File: src/rtl/reg_wb_ctrl.sv
// Register-file write-back controller: merges load and ALU results into an
// in-order queue and drains it through a registered write port, one per clock.
module reg_wb_ctrl #(
  parameter int DATA_W = 32,
  parameter int ADDR_W = 5,
  parameter int DEPTH  = 4
) (
  input  logic                    clk,
  input  logic                    rst,
  input  logic                    ld_valid,
  output logic                    ld_ready,
  input  logic [ADDR_W-1:0]       ld_addr,
  input  logic [DATA_W-1:0]       ld_data,
  input  logic                    alu_valid,
  output logic                    alu_ready,
  input  logic [ADDR_W-1:0]       alu_addr,
  input  logic [DATA_W-1:0]       alu_data,
  input  logic                    wb_hold,
  output logic                    reg_wr,
  output logic [ADDR_W-1:0]       reg_write_addr,
  output logic [DATA_W-1:0]       reg_din,
  input  logic [ADDR_W-1:0]       chk_addr1,
  input  logic [ADDR_W-1:0]       chk_addr2,
  output logic                    chk_busy1,
  output logic                    chk_busy2,
  output logic [$clog2(DEPTH):0]  count,
  output logic                    full,
  output logic                    empty
);

  localparam int PTR_W = $clog2(DEPTH);
  localparam int CNT_W = PTR_W + 1;

  logic [PTR_W-1:0]  wr_ptr;
  logic [PTR_W-1:0]  rd_ptr;
  logic [ADDR_W-1:0] q_addr [DEPTH];
  logic [DATA_W-1:0] q_data [DEPTH];
  logic [DEPTH-1:0]  q_vld;

  logic              ld_acc;
  logic              alu_acc;
  logic [ADDR_W-1:0] acc_addr;
  logic [DATA_W-1:0] acc_data;
  logic              push;
  logic              pop;
  logic [CNT_W-1:0]  count_next;

  // Readies depend only on registered state and ld_valid; load wins as the older op.
  assign ld_ready  = !full;
  assign alu_ready = !full && !ld_valid;
  assign ld_acc    = ld_valid && ld_ready;
  assign alu_acc   = alu_valid && alu_ready;
  assign acc_addr  = ld_acc ? ld_addr : alu_addr;
  assign acc_data  = ld_acc ? ld_data : alu_data;

  // Results for x0 complete their handshake but are silently dropped.
  assign push = (ld_acc || alu_acc) && (acc_addr != '0);
  assign pop  = !empty && !wb_hold;

  always_comb begin
    count_next = count;
    case ({push, pop})
      2'b10:   count_next = count + CNT_W'(1);
      2'b01:   count_next = count - CNT_W'(1);
      default: count_next = count;
    endcase
  end

  // NOTE: queue storage has no reset; q_vld and the pointers decide what is live,
  // so leaving the wide data array unreset keeps it a plain RAM.
  always_ff @(posedge clk) begin
    if (push) begin
      q_addr[wr_ptr] <= acc_addr;
      q_data[wr_ptr] <= acc_data;
    end
  end

  // NOTE: all sequential state uses non-blocking assignments so every register
  // samples pre-edge values regardless of statement order.
  always_ff @(posedge clk or posedge rst) begin
    if (rst) begin
      wr_ptr         <= '0;
      rd_ptr         <= '0;
      q_vld          <= '0;
      count          <= '0;
      full           <= 1'b0;
      empty          <= 1'b1;
      reg_wr         <= 1'b0;
      reg_write_addr <= '0;
      reg_din        <= '0;
    end else begin
      if (push) begin
        wr_ptr         <= wr_ptr + PTR_W'(1);
        q_vld[wr_ptr]  <= 1'b1;
      end
      if (pop) begin
        rd_ptr         <= rd_ptr + PTR_W'(1);
        q_vld[rd_ptr]  <= 1'b0;
        reg_write_addr <= q_addr[rd_ptr];
        reg_din        <= q_data[rd_ptr];
      end
      reg_wr <= pop;
      count  <= count_next;
      full   <= (count_next == CNT_W'(DEPTH));
      empty  <= (count_next == '0);
    end
  end

  // Hazard query covers queued entries plus the write currently on the port.
  always_comb begin
    chk_busy1 = reg_wr && (reg_write_addr == chk_addr1);
    chk_busy2 = reg_wr && (reg_write_addr == chk_addr2);
    for (int i = 0; i < DEPTH; i++) begin
      if (q_vld[i] && (q_addr[i] == chk_addr1)) chk_busy1 = 1'b1;
      if (q_vld[i] && (q_addr[i] == chk_addr2)) chk_busy2 = 1'b1;
    end
    if (chk_addr1 == '0) chk_busy1 = 1'b0;
    if (chk_addr2 == '0) chk_busy2 = 1'b0;
  end

endmodule

File: config.mk
export PLATFORM = sky130hd
export DESIGN_NAME = reg_wb_ctrl
export DESIGN_NICKNAME = d
export VERILOG_FILES = /design/src/rtl/reg_wb_ctrl.sv
export SDC_FILE = /design/constraint.sdc
export NUM_CORES = 1
export LEC_CHECK = 0
export BUFFER_PORTS_ARGS = -buffer_cell sky130_fd_sc_hd__clkbuf_2
export CORE_UTILIZATION = 51
export DETAILED_ROUTE_END_ITERATION = 10
export GPL_TIMING_DRIVEN = 1
export PLACE_DENSITY = 0.76
export SLEW_MARGIN = 20
export SYNTH_ARGS = -nofsm -noshare
export SYNTH_HDL_FRONTEND = slang
export SYNTH_SLANG_ARGS = --single-unit
File: constraint.sdc
create_clock -name clk -period 2.39 [get_ports clk]
set_clock_uncertainty 0.15 [all_clocks]
set_input_delay 0.1195 -clock clk [delete_from_list [all_inputs] [get_ports clk]]
set_output_delay 0.1195 -clock clk [all_outputs]
set_load 0.02 [all_outputs]
# Word level (Yosys, flattened, before mapping)
# Memory sizes are Yosys's and may differ from the RTL's. A register that Yosys moved wholly into a read port is not among the register bits.
# Index checks and enable logic that the tools add are counted.
totals:
  regBits: 14
  mem_bits_rw: 148
  out_inout_bits: 47
  elab_cells: 80
  memories: 2
op_classes:
  addsub: 4
  n_lt_le_gt_ge: 4
  eq_ne: 13
  muxes: 21
  bitwise: 3
  n_reduce_logical: 26
mem_list:
  columns: ["name", "depth", "width", "read_ports", "rd_ports_with_merged_regs", "write_ports", "line_no", "source"]
  rows:
  - ["q_data", 4, 32, 1, 1, 1, "37", "logic [DATA_W-1:0] q_data [DEPTH];"]
  - ["q_addr", 4, 5, 5, 1, 1, "36", "logic [ADDR_W-1:0] q_addr [DEPTH];"]
op_table:
  columns: ["cell", "count"]
  rows:
  - ["$eq 5x5->1", 10]
  - ["$mux 32", 1]
  - ["$logic_and 1x1->1", 17]
  - ["$mux 1", 14]
  - ["$logic_not 5->1", 2]
  - ["$mux 4", 2]
  - ["$lt 2x3->1 const B", 2]
  - ["$pmux 3 s2", 1]
  - ["$mux 5", 1]
  - ["$reduce_bool 5->1", 1]
  - ["$add 2x1->2 const B", 2]
  - ["$and 4x4->4", 1]
  - ["$demux 1 s2", 2]
  - ["$ge 2x1->1 const B", 2]
  - ["$logic_not 1->1", 4]
  - ["$not 4->4", 1]
  - ["$or 4x4->4", 1]
  - ["$add 3x1->3 const B", 1]
  - ["$eq 3x3->1 const B", 1]
  - ["$logic_not 3->1", 1]
  - ["$sub 3x1->3 const B", 1]
  - ["$eq 2x1->1 const B", 1]
  - ["$eq 2x2->1 const B", 1]
  - ["$logic_or 1x1->1", 1]

# Depth between registers and ports, before layout
logic_depth:
  depth_word: 8
  depth_mapped: 11

# Worst setup path before layout
# OpenSTA, ideal clock, no wires.
synth_timing:
  kind: "reg-to-reg"
  start: "register empty"
  end: "register full"
  t_arrival_ns: 2.281
  t_required_ns: 2.167
  slack_ns: -0.114
  path_stages_with_launch: 10
  path_buffers: 1
  synth_period_minus_slack_ns: 2.504
  cell_sequence: "dfstp_2 > nor2_1 > buf_2 > ha_1 > inv_1 > fa_1 > xor2_1 > nor2_1 > xor2_1 > nor2b_1"
synth_between:
  elab_chain_len: 5
  elab_cells_between_ends: 6
  classes_between: "eq/ne: 3; mux: 1; reduce/logical: 2"
synth_rtl:
  columns: ["element", "line_no", "source"]
  rows:
  - ["start: declaration", "28", "output logic empty"]
  - ["start signal: assignment", "105", "empty <= (count_next == '0);"]
  - ["$logic_not 1->1 *", "58", "assign pop = !empty && !wb_hold;"]
  - ["$logic_and 1x1->1 *", "58", null]
  - ["net pop", "45", "logic pop;"]
  - ["$eq 2x1->1 / $eq 2x2->1 (equally long branches)", "62", "case ({push, pop})"]
  - ["$pmux 3 s2 *", "62", null]
  - ["net count_next[2]", "46", "logic [CNT_W-1:0] count_next;"]
  - ["$eq 3x3->1 *", "104", "full <= (count_next == CNT_W'(DEPTH));"]
  - ["end signal: assignment", "104", null]
  - ["end: declaration", "27", "output logic full,"]
# The timed path passes the listed nets; every way through them passes the cells marked *.
# A chain may end at the register's enable or synchronous reset.

# Worst setup path in the final report
layout_timing:
  start: "register full"
  end: "memory q_data[2][24], data pin"
layout_between:
  elab_chain_len: 3
layout_rtl:
  columns: ["element", "line_no", "source"]
  rows:
  - ["$logic_not 1->1", "49", "assign ld_ready = !full;"]
  - ["$logic_and 1x1->1", "51", "assign ld_acc = ld_valid && ld_ready;"]
  - ["$mux 32", "54", "assign acc_data = ld_acc ? ld_data : alu_data;"]
  - ["net acc_data[24]", "43", "logic [DATA_W-1:0] acc_data;"]
  - ["end: declaration", "37", null]
# The timed path passes the listed nets, and every way through them passes these cells.

==> results.py <==
metrics = {
    "worst_setup_path": {
        "startpoint_type": "flop",
        "crit_path_start": "full",
        "reg2reg_slack_ns": 0.12,
        "arrival_ns": 2.28,
        "r2r_start": "full",
        "end_kind": "flop",
        "reg2regPathDepth": 5,
        "worstPathMaxFanout": 37,
        "cp_data_required_time_ns": 2.40,
        "worstSetupPathType": "flop to flop",
        "reg2reg_to": "q_data[2][24]",
    },
    "routing": {
        "routed_wl_um": 17300,
        "initialDrtViolationCount": 252,
        "first_pass_iters": 4,
        "drtAntennaViolNets": 0,
        "vias_per_cell": 5.34,
        "drt-wirelength-per-cell_um": 18.9,
        "drcViolationCount": 0,
        "num_vias": 4862,
    },
    "placement": {
        "dp_cells": 804,
        "port_buffers": 135,
        "gp_congestion": 0.882,
        "hpwlAfterDp_um": 10600,
    },
    "synthesis": {
        "synth_ff_type": "edfxtp_1",
        "syn-mean-instance-area_um2": 18.5,
        "syn_area_um2": 8570,
        "synthMuxAreaShare": 0.196,
        "synthDistinctLibCells": 32,
        "synthSimpleGateAreaFrac": 0.0298,
        "synth_top_family_by_area": "multiplexers",
        "synth_top_area_share": 0.519,
        "synthArstFlopShare": 0.256,
        "synthAdderAreaFrac": 0.0155,
        "syn-instance-count": 464,
        "synth_edf_count": 148,
        "yosysTopAreaCell": "edfxtp_1",
        "synth-xor-area-share": 0.0562,
        "yosys_warnings": 0,
        "synth.ff_latch_count": 199,
        "yosysMostFrequentCell": "edfxtp_1",
        "netlist_top_cells_count": "edfxtp_1 (148), mux2_2 (56), dfrtp_1 (50)",
        "yosysSeqAreaShare": 0.668,
        "synth-compound-area-share": 0.0152,
        "synth.area.top_cells": "edfxtp_1 (52%), dfrtp_1 (15%), mux4_2 (9.7%)",
        "synth_fp_nets": 563,
    },
    "power": {
        "power_frac_clock": 0.226,
        "combPwrFrac": 0.335,
        "swShare": 0.313,
        "p_int_uw": 8740,
        "p_sw_uw": 3980,
        "power_leakage_uw": 0.00416,
        "pwr-share-seq": 0.439,
        "power_density_nw_per_um2": 1170,
        "ir_drop_mv": 0.650,
    },
    "cts": {
        "root_buffer": "clkbuf_16",
        "cts_tree": "built",
        "clk_path_buf_depth": 2,
        "clk_latency_ns": 0.43,
        "cts.htree.levels": 4,
        "numClockSinks": 199,
        "clk_pin_slew_ns": 0.07,
        "cts_buffers": 17,
    },
    "finish": {
        "nNetsFinal": 777,
        "drive_gt1_frac": 0.413,
        "area_growth_syn_to_layout_pct": 26.7,
        "fill_cells": 1146,
        "fin_cells": 911,
    },
    "die": {
        "initial_utilization": 0.520,
        "die_x_um": 132,
        "chipHeight_um": 132,
        "fp.coreArea_um2": 16500,
        "die_area_um2": 17300,
        "io_pins": 136,
        "num_rows": 47,
    },
    "min_path": {
        "hold_depth": 6,
        "hold_path_end": "wr_ptr[1]",
        "hold_path_class": "input pin to flop",
        "min_from": "alu_valid",
    },
    "grt": {
        "grt_start_max_net_pins": 46,
        "grt-ovfl-total": 0,
        "grt_pass1_wl_um": 27500,
        "grt_antenna_before_repair": 1,
        "grt_usage": 0.211,
        "grt_pass1_vias": 5276,
    },
    "timing": {
        "fmax_ghz": 0.440,
        "drv_slew": 0,
        "min_period_ns": 2.27,
        "rsz0062_at_grt": "no",
        "hold_viol_final": 0,
        "fin_crit_sh": 0.950,
        "relSlewSlack": 0.485,
        "whs_ns": 0.0808,
        "worstMarginPinSlew_ns": 0.771,
        "setup_viol": 0,
    },
    "outcome": {
        "status": "complete, no violations",
    },
    "flow_run": {
        "maxCapViolations": 0,
    },
}
[how the worst max path moves through the flow]
stage | endpoint | slack [ns] | cells after the start
detailed placement | full | -0.20 | 12
global placement | full | -0.09 | 12
finish | q_data[2][24] | 0.12 | 5
global route | full | 0.03 | 12
CTS | q_data[1][17] | 0.11 | 5
floorplan | full | 0.004 | 11
[layout make-up]
class	count	area, µm²	area share
Clock buffer	23	468	0.0431
Antenna cell	1	2.50	0.000231
Sequential cell	199	5720	0.527
Clock inverter	8	124	0.0114
Multi-Input combinational cell	229	2690	0.248
Timing Repair Buffer	220	1530	0.141
Tap cell	220	275	0.0254
Inverter	11	41.3	0.00380
[registers in the layout, summed over array words and instances, names as in the netlist]
name and cells:
q_vld 4, q_data 128, wr_ptr 2, q_addr 20
rd_ptr 2, count 3, reg_write_addr 5, reg_din 32
reg_wr 1, full 1, empty 1
[layout by cell type (no fill, tap or decap), drive strengths merged, types with 5 or more instances in the layout]
master / n
dfrtp: 50
edfxtp: 148
ha: 9
xnor2: 13
nor2: 5
buf: 10
nand2: 5
mux4: 37
mux2: 74
dlygate4sd3: 75
clkbuf: 158
inv: 12
nor4: 11
nand3: 12
xor2: 42
[power by group through the flow]
stage | Combinational (µW) | Sequential, µW | Clock [µW]
after detailed placement | 4140 | 5650 | 0
after global placement | 4030 | 5560 | 0
final | 4260 | 5580 | 2880
after CTS | 4330 | 5590 | 2920
after global routing | 4580 | 5700 | 3050
after floorplan | 2550 | 5920 | 0
[metal layers]
metal  wire, µm  part of all wire  track usage
met4        325             0.019       0.0795
met5          0                 0            0
met3        619             0.036       0.0448
met2       9180              0.53        0.367
met1       7130              0.41        0.260
[through the flow]
stage	area, µm²	TNS, ns	setup slack (ns)	util	total power [µW]
3_3_place_gp	9500	-0.112	-0.0904	0.577	9590
2_1_floorplan	8570	0	0.00383	-	8470
6_report	10900	0	0.120	0.659	12700
4_1_cts	10800	0	0.106	0.659	12800
5_1_grt	10900	0	0.0257	0.659	13300
3_5_place_dp	9500	-0.431	-0.204	0.577	9790
[repair_timing]
action | 4_1_cts | 5_1_grt
buffers inserted | 0 | 0
endpoints found under the setup margin | 0 | 1
hold buffers | 75 | 0
endpoints found under the hold margin | 177 | 0
gates resized for setup | 0 | 1
[cells by family (layout without fill, tap and decap cells)]
kind of cell | count (synthesis) | in the layout
AO/OA/AOI/OAI | 10 | 10
XOR/XNOR | 55 | 55
adder cells (fa/ha/maj) | 10 | 10
buffers and inverters | 36 | 262
flip-flops | 199 | 199
multiplexers | 112 | 112
other | 0 | 1
AND/OR/NAND/NOR | 42 | 42
[critical path, cell delays in order, from the launching register on]
cell	delay [ns]
dfrtp_1	0.42
inv_1	0.09
nand2_2	0.09
buf_12	0.25
mux2_2	0.38
dlygate4sd3_1	0.61
No activity file was read; power rests on OpenSTA's default activity.
